`config.mk`:
```
export PLATFORM = sky130hd
export DESIGN_NAME = shot_pool
export DESIGN_NICKNAME = d
export VERILOG_FILES = /design/src/rtl/shot_pool_pkg.sv /design/src/rtl/shot_slot.sv /design/src/rtl/shot_pool.sv
export SDC_FILE = /design/constraint.sdc
export NUM_CORES = 1
export LEC_CHECK = 0
export CAP_MARGIN = 0
export CORE_ASPECT_RATIO = 2
export CORE_UTILIZATION = 45
export CTS_CLUSTER_DIAMETER = 200
export DETAILED_ROUTE_END_ITERATION = 7
export PLACE_DENSITY = 0.78
export SKIP_LAST_GASP = 1
export SLEW_MARGIN = 30
export SYNTH_ARGS = -nofsm -noshare
export SYNTH_HDL_FRONTEND = slang
export SYNTH_SLANG_ARGS = --single-unit
```
`constraint.sdc`:
```
create_clock -name clk -period 5.5 [get_ports clk]
set_input_delay 1.375 -clock clk [delete_from_list [all_inputs] [get_ports clk]]
set_output_delay 1.375 -clock clk [all_outputs]
set_load 0.01 [all_outputs]
```
`src/rtl/shot_pool_pkg.sv`:
```
// Shared game constants, coordinate type and small arithmetic helpers
// used by the shot pool and its per-slot registers.
package shot_pool_pkg;

    localparam int unsigned SCREEN_W = 640;
    localparam int unsigned SCREEN_H = 480;

    typedef logic [9:0] coord_t;

    localparam coord_t SPAWN_OFFSET = 10'd16;

    typedef struct packed {
        logic   valid;
        coord_t x;
        coord_t y;
    } shot_t;

    // Widened to 11 bits so the difference never wraps.
    function automatic logic [10:0] abs_diff(input coord_t a, input coord_t b);
        if (a >= b) begin
            return {1'b0, a} - {1'b0, b};
        end
        return {1'b0, b} - {1'b0, a};
    endfunction

    function automatic coord_t spawn_y(input coord_t y);
        if (y >= SPAWN_OFFSET) begin
            return y - SPAWN_OFFSET;
        end
        return '0;
    endfunction

endpackage

```
`src/rtl/shot_slot.sv`:
```
// One shot slot: valid/x/y register, upward move with top-edge exit,
// and the square-hitbox comparator against the target centre.
module shot_slot
    import shot_pool_pkg::*;
#(
    parameter int unsigned SPEED = 8,
    parameter int unsigned HALF  = 16
) (
    input  logic   clk,
    input  logic   rst,
    input  logic   clear,
    input  logic   tick,
    input  logic   spawn,
    input  coord_t spawn_x,
    input  coord_t spawn_y,
    input  coord_t tgt_x,
    input  coord_t tgt_y,
    input  logic   tgt_en,
    output logic   valid,
    output coord_t x,
    output coord_t y,
    output logic   hit
);

    shot_t  cur;
    shot_t  nxt;
    coord_t moved_y;

    always_comb begin
        nxt     = cur;
        hit     = 1'b0;
        moved_y = cur.y - coord_t'(SPEED);
        if (cur.valid && tick) begin
            if (cur.y >= coord_t'(SPEED)) begin
                // Collision is judged at the post-move position.
                if (tgt_en && (abs_diff(cur.x, tgt_x) <= 11'(HALF))
                           && (abs_diff(moved_y, tgt_y) <= 11'(HALF))) begin
                    nxt = '0;
                    hit = 1'b1;
                end else begin
                    nxt.y = moved_y;
                end
            end else begin
                nxt = '0;
            end
        end
        // Spawn only targets a free slot, so it never overrides a move.
        if (spawn) begin
            nxt.valid = 1'b1;
            nxt.x     = spawn_x;
            nxt.y     = spawn_y;
        end
        if (clear) begin
            nxt = '0;
            hit = 1'b0;
        end
    end

    always_ff @(posedge clk) begin
        if (rst) begin
            cur <= '0;
        end else begin
            cur <= nxt;
        end
    end

    assign valid = cur.valid;
    assign x     = cur.x;
    assign y     = cur.y;

endmodule

```
`src/rtl/shot_pool.sv`:
```
// Player shot pool: spawn arbitration with cooldown, NSLOT shot slots and
// hit aggregation. Define SHOT_AUTOFIRE_EN to repeat spawns while fire is held.
module shot_pool
    import shot_pool_pkg::*;
#(
    parameter int unsigned NSLOT    = 4,
    parameter int unsigned SPEED    = 8,
    parameter int unsigned COOLDOWN = 6,
    parameter int unsigned HALF     = 16
) (
    input  logic               clk,
    input  logic               rst,
    input  logic               gamestart,
    input  logic               tick,
    input  logic               fire,
    input  logic [9:0]         reimux,
    input  logic [9:0]         reimuy,
    input  logic [9:0]         tgt_x,
    input  logic [9:0]         tgt_y,
    input  logic               tgt_en,
    output logic [NSLOT-1:0]   shot_valid,
    output logic [NSLOT*10-1:0] shot_x,
    output logic [NSLOT*10-1:0] shot_y,
    output logic               hit,
    output logic [2:0]         hit_cnt
);

    localparam int unsigned CW = (COOLDOWN == 0) ? 1 : $clog2(COOLDOWN + 1);

    logic             fire_q;
    logic             fire_rise;
    logic [CW-1:0]    cooldown;
    logic             spawn_req;
    logic             spawn_ok;
    logic             found;
    logic [NSLOT-1:0] grant;
    logic [NSLOT-1:0] hit_vec;
    logic [2:0]       hit_sum;
    coord_t           new_y;

    assign fire_rise = fire & ~fire_q;
    assign new_y     = spawn_y(reimuy);

`ifdef SHOT_AUTOFIRE_EN
    assign spawn_req = (fire_rise | fire) && (cooldown == '0) && gamestart;
`else
    assign spawn_req = fire_rise && (cooldown == '0) && gamestart;
`endif

    // Lowest-index free slot wins the spawn.
    always_comb begin
        grant = '0;
        found = 1'b0;
        for (int unsigned i = 0; i < NSLOT; i++) begin
            if (!shot_valid[i] && !found) begin
                grant[i] = 1'b1;
                found    = 1'b1;
            end
        end
    end

    assign spawn_ok = spawn_req && found;

    always_comb begin
        hit_sum = '0;
        for (int unsigned i = 0; i < NSLOT; i++) begin
            hit_sum = hit_sum + 3'(hit_vec[i]);
        end
    end

    // A dropped request (pool full) leaves the cooldown untouched.
    always_ff @(posedge clk) begin
        if (rst) begin
            fire_q   <= 1'b0;
            cooldown <= '0;
            hit      <= 1'b0;
            hit_cnt  <= '0;
        end else begin
            fire_q <= fire;
            if (!gamestart) begin
                cooldown <= '0;
            end else if (spawn_ok) begin
                cooldown <= CW'(COOLDOWN);
            end else if (tick && (cooldown != '0)) begin
                cooldown <= cooldown - CW'(1);
            end
            hit     <= gamestart && (hit_vec != '0);
            hit_cnt <= gamestart ? hit_sum : 3'd0;
        end
    end

    for (genvar i = 0; i < NSLOT; i++) begin : g_slot
        shot_slot #(
            .SPEED (SPEED),
            .HALF  (HALF)
        ) u_slot (
            .clk     (clk),
            .rst     (rst),
            .clear   (~gamestart),
            .tick    (tick),
            .spawn   (spawn_ok & grant[i]),
            .spawn_x (reimux),
            .spawn_y (new_y),
            .tgt_x   (tgt_x),
            .tgt_y   (tgt_y),
            .tgt_en  (tgt_en),
            .valid   (shot_valid[i]),
            .x       (shot_x[i*10 +: 10]),
            .y       (shot_y[i*10 +: 10]),
            .hit     (hit_vec[i])
        );
    end

endmodule

```
==> results.txt <==
outcome = finished clean
clock skew = 0.0154 ns
CP max-delay cell = or4b_4
clock tree from TritonCTS = built
Core Region = 25,800 µm²
fin util = 64.6%
DRC = 0
Hold Buf Count CTS = 0
Slew Limit Fails = 0
CP arrival = 5.68 ns
GR Overflow Total = 0
CP max stage delay = 0.56 ns
root buffer cell = clkbuf_16
Setup crit start kind = primary input
first-pass GRT wire length = 79.9 mm
placement-stage worst setup slack = -0.664 ns
total number of vias = 14,577
post-route ant nets = 0
Max VDD drop = 0.000197 V
Pleak = 7.40 nW
Clock Path Buffers = 2
antenna violations before repair = 2
RR Startpoint = g_slot[0].u_slot.y[3]
H-tree levels = 3
chip height = 231 µm
final setup vio count = 0
Iter 0 DRT Violations = 1,119
Via density = 6.30
maxcap violations = 0
Detailed Place HPWL = 41.3 mm
WL/cell = 23.2 µm
P per Cell Area = 152 nW/µm²
routability cong. = 0.992
Worst Hold Path Cells = 2
Mapped Cells = 1,588
FF-to-FF End = hit_cnt[1]
Crit Path Max Fanout = 4
largest net degree at the start of global routing = 33
CTS buffer count = 9
Total GRT Usage = 39.6%
hold path start = g_slot[3].u_slot.x[6]
CP Capture Type = flop
die area = 26,900 µm²
register area = 1840 µm²
synthesized flop and latch total = 92
worst setup slack after layout = 0.0766 ns
ratio of cells with drive above 1 in the final layout = 23.9%
CP cell instances = clkbuf_2, inv_1, ha_1, nand2_4, o41a_1, a211oi_2, a311oi_2, a31oi_1, buf_4, nor3b_2, nand4b_1, or4b_4, or3b_4, fa_1, inv_1, ha_1, ha_1, and2_1
hold-critical path endpoint = g_slot[3].u_slot.x[6]
Worst R2R Path Depth = 20
multi-input logic area = 9740 µm²
I/O Buffers = 133
yosys warns = 0
Die Wd = 117 µm
Initial Util = 45.9%
Synth cell types = 92
CP Data Required Time = 5.76 ns
CP most frequent cell = ha_1
Post-synth EDFFs = 0
Total Wirelength = 53.6 mm
Worst-Skew Late Latency = 0.37 ns
CTS sink count = 92
vias in the first global route = 14,582
TritonRoute pass-1 iters = 5
filler cell count = 2,242
Syn-to-layout area delta = 40.9%
post-synthesis sequential area ratio = 15.6%
Slew HR = 30.4%
# rows = 83
pin slew with the least headroom to its limit = 1.04 ns
fin crit share = 98.6%
clock transition at the registers of the reported paths = 0.07 ns
asr flop ratio synth = 0%
Post-Syn Area = 11,800 µm²
Hold Vio Cnt, Final = 0
reg2reg setup slack = 0.22 ns
fin crit period = 5.42 ns
nets = 2,183
syn_area_per_cell = 7.44 µm²
worst hold path type = flop to flop
Mapped Nets = 1,806
ys flop type = dfxtp_1
Crit Path Category = primary input to flop
FMAX = 184 MHz
Top-Level Pins = 134
==> how the worst max path moves through the flow <==
stage,startpoint,slack [ns],to
6_report,tgt_x[0],0.08,hit_cnt[1]
5_1_grt,tgt_x[8],-0.03,hit_cnt[1]
4_1_cts,tgt_y[9],0.002,hit_cnt[1]
3_5_place_dp,tgt_x[5],-0.66,hit_cnt[1]
3_3_place_gp,tgt_y[3],-0.63,hit_cnt[1]
2_1_floorplan,tgt_x[6],0.004,hit_cnt[1]
==> cell usage after synthesis, drive strengths merged, types with 13 or more instances <==
cell type | count | area share, %
ha | 171 | 18
inv | 150 | 4.8
nand2 | 118 | 3.7
a21oi | 117 | 5.1
o21ai | 93 | 4.1
dfxtp | 92 | 16
nor2 | 89 | 2.8
nand3 | 56 | 2.4
clkbuf | 55 | 1.7
a31oi | 36 | 2.0
nor3 | 35 | 1.5
a21o | 32 | 2.0
nand4 | 30 | 1.6
xnor2 | 30 | 2.2
nor2b | 27 | 1.4
o21a | 26 | 1.7
xor2 | 26 | 1.9
buf | 24 | 1.2
a32oi | 23 | 1.7
a211oi | 22 | 1.5
nand2b | 22 | 1.2
o22ai | 22 | 1.2
a22o | 21 | 1.6
or2 | 19 | 1.0
and3 | 18 | 0.95
mux2i | 14 | 1.2
o211ai | 14 | 0.97
and2 | 13 | 0.69
nor4 | 13 | 0.69
o31ai | 13 | 0.87
or3 | 13 | 0.69
==> routing by layer <==
layer  vias to the layer above  GRT usage, %  part of all wire [%]
met4                         0          42.2                    14
met3                       384          9.88                   7.6
li1                       6601             -                     -
met5                         -             0                     0
met1                      6792          35.2                    31
met2                       800          68.2                    48
==> registers in the layout, summed over array words and instances, names as in the netlist <==
signal               flops
g_slot.u_slot.y         40
hit_cnt                  3
hit                      1
fire_q                   1
g_slot.u_slot.x         40
cooldown                 3
g_slot.u_slot.valid      4
==> placed cells by master (no fill, tap or decap), types with 17 or more instances in the layout <==
cell and n:
nand2_1 114, a31oi_1 31, nand2b_1 22, clkdlybuf4s50_1 113, buf_4 307, ha_1 151, ha_4 20, o21a_1 26
nor3_1 33, a22o_1 21, nor2b_1 24, a32oi_1 23, inv_1 135, o21ai_1 34, nand4_1 29, xnor2_1 29
xor2_1 25, a21o_1 31, o22ai_1 21, dfxtp_1 92, nand3_1 55, nor2_1 87, o21ai_0 53, a21oi_1 103
a211oi_1 17
==> where the power goes <==
| part | internal [W] | switching [W] |
|---|---|---|
| Clock | 0.000451 | 0.000304 |
| Combinational | 0.000492 | 0.000596 |
| Sequential | 0.000671 | 0.00000904 |
| Total | 0.00161 | 0.000909 |
==> final cells by class <==
cell class / instances / share of cell area (%)
Antenna cell: 2 / 0.0301
Clock buffer: 10 / 1.38
Clock inverter: 6 / 0.714
Inverter: 150 / 3.41
Multi-Input combinational cell: 1267 / 58.5
Sequential cell: 92 / 11.1
Tap cell: 340 / 2.56
Timing Repair Buffer: 445 / 22.3
==> kinds of logic after synthesis <==
group,share of synthesized area [%]
buffers and inverters,7.69
adder cells (fa/ha/maj),18.3
AND/OR/NAND/NOR,21.4
multiplexers,1.57
flip-flops,15.6
XOR/XNOR,4.15
AO/OA/AOI/OAI,31.3
==> repair_timing <==
item / CTS / global route
setup endpoints to repair: 3 / 23
setup buffers: 5 / 12
resized for setup: 86 / 71
pin swaps: 31 / 37
==> worst max-delay path: cells and delay by family <==
| kind | cells | cell delay (ns) |
|---|---|---|
| AO/OA/AOI/OAI | 4 | 0.98 |
| adder cells (fa/ha/maj) | 4 | 1.35 |
| buffers and inverters | 4 | 0.52 |
| AND/OR/NAND/NOR | 6 | 1.47 |
==> through the flow <==
stage / setup TNS [ns] / cell area (µm²) / total power [W] / cells / hold WS, ns
5_1_grt: -0.0269 / 16600 / 0.00261 / 2311 / 0.561
6_report: 0 / 16600 / 0.00252 / 2312 / 0.532
3_3_place_gp: -6.75 / 15400 / 0.00161 / 2276 / 0.497
3_5_place_dp: -5.87 / 15500 / 0.00162 / 2276 / 0.510
2_1_floorplan: 0 / 11800 / 0.00118 / 1588 / 0.487
4_1_cts: 0 / 16200 / 0.00242 / 2297 / 0.531
No activity file was read; power rests on OpenSTA's default activity.
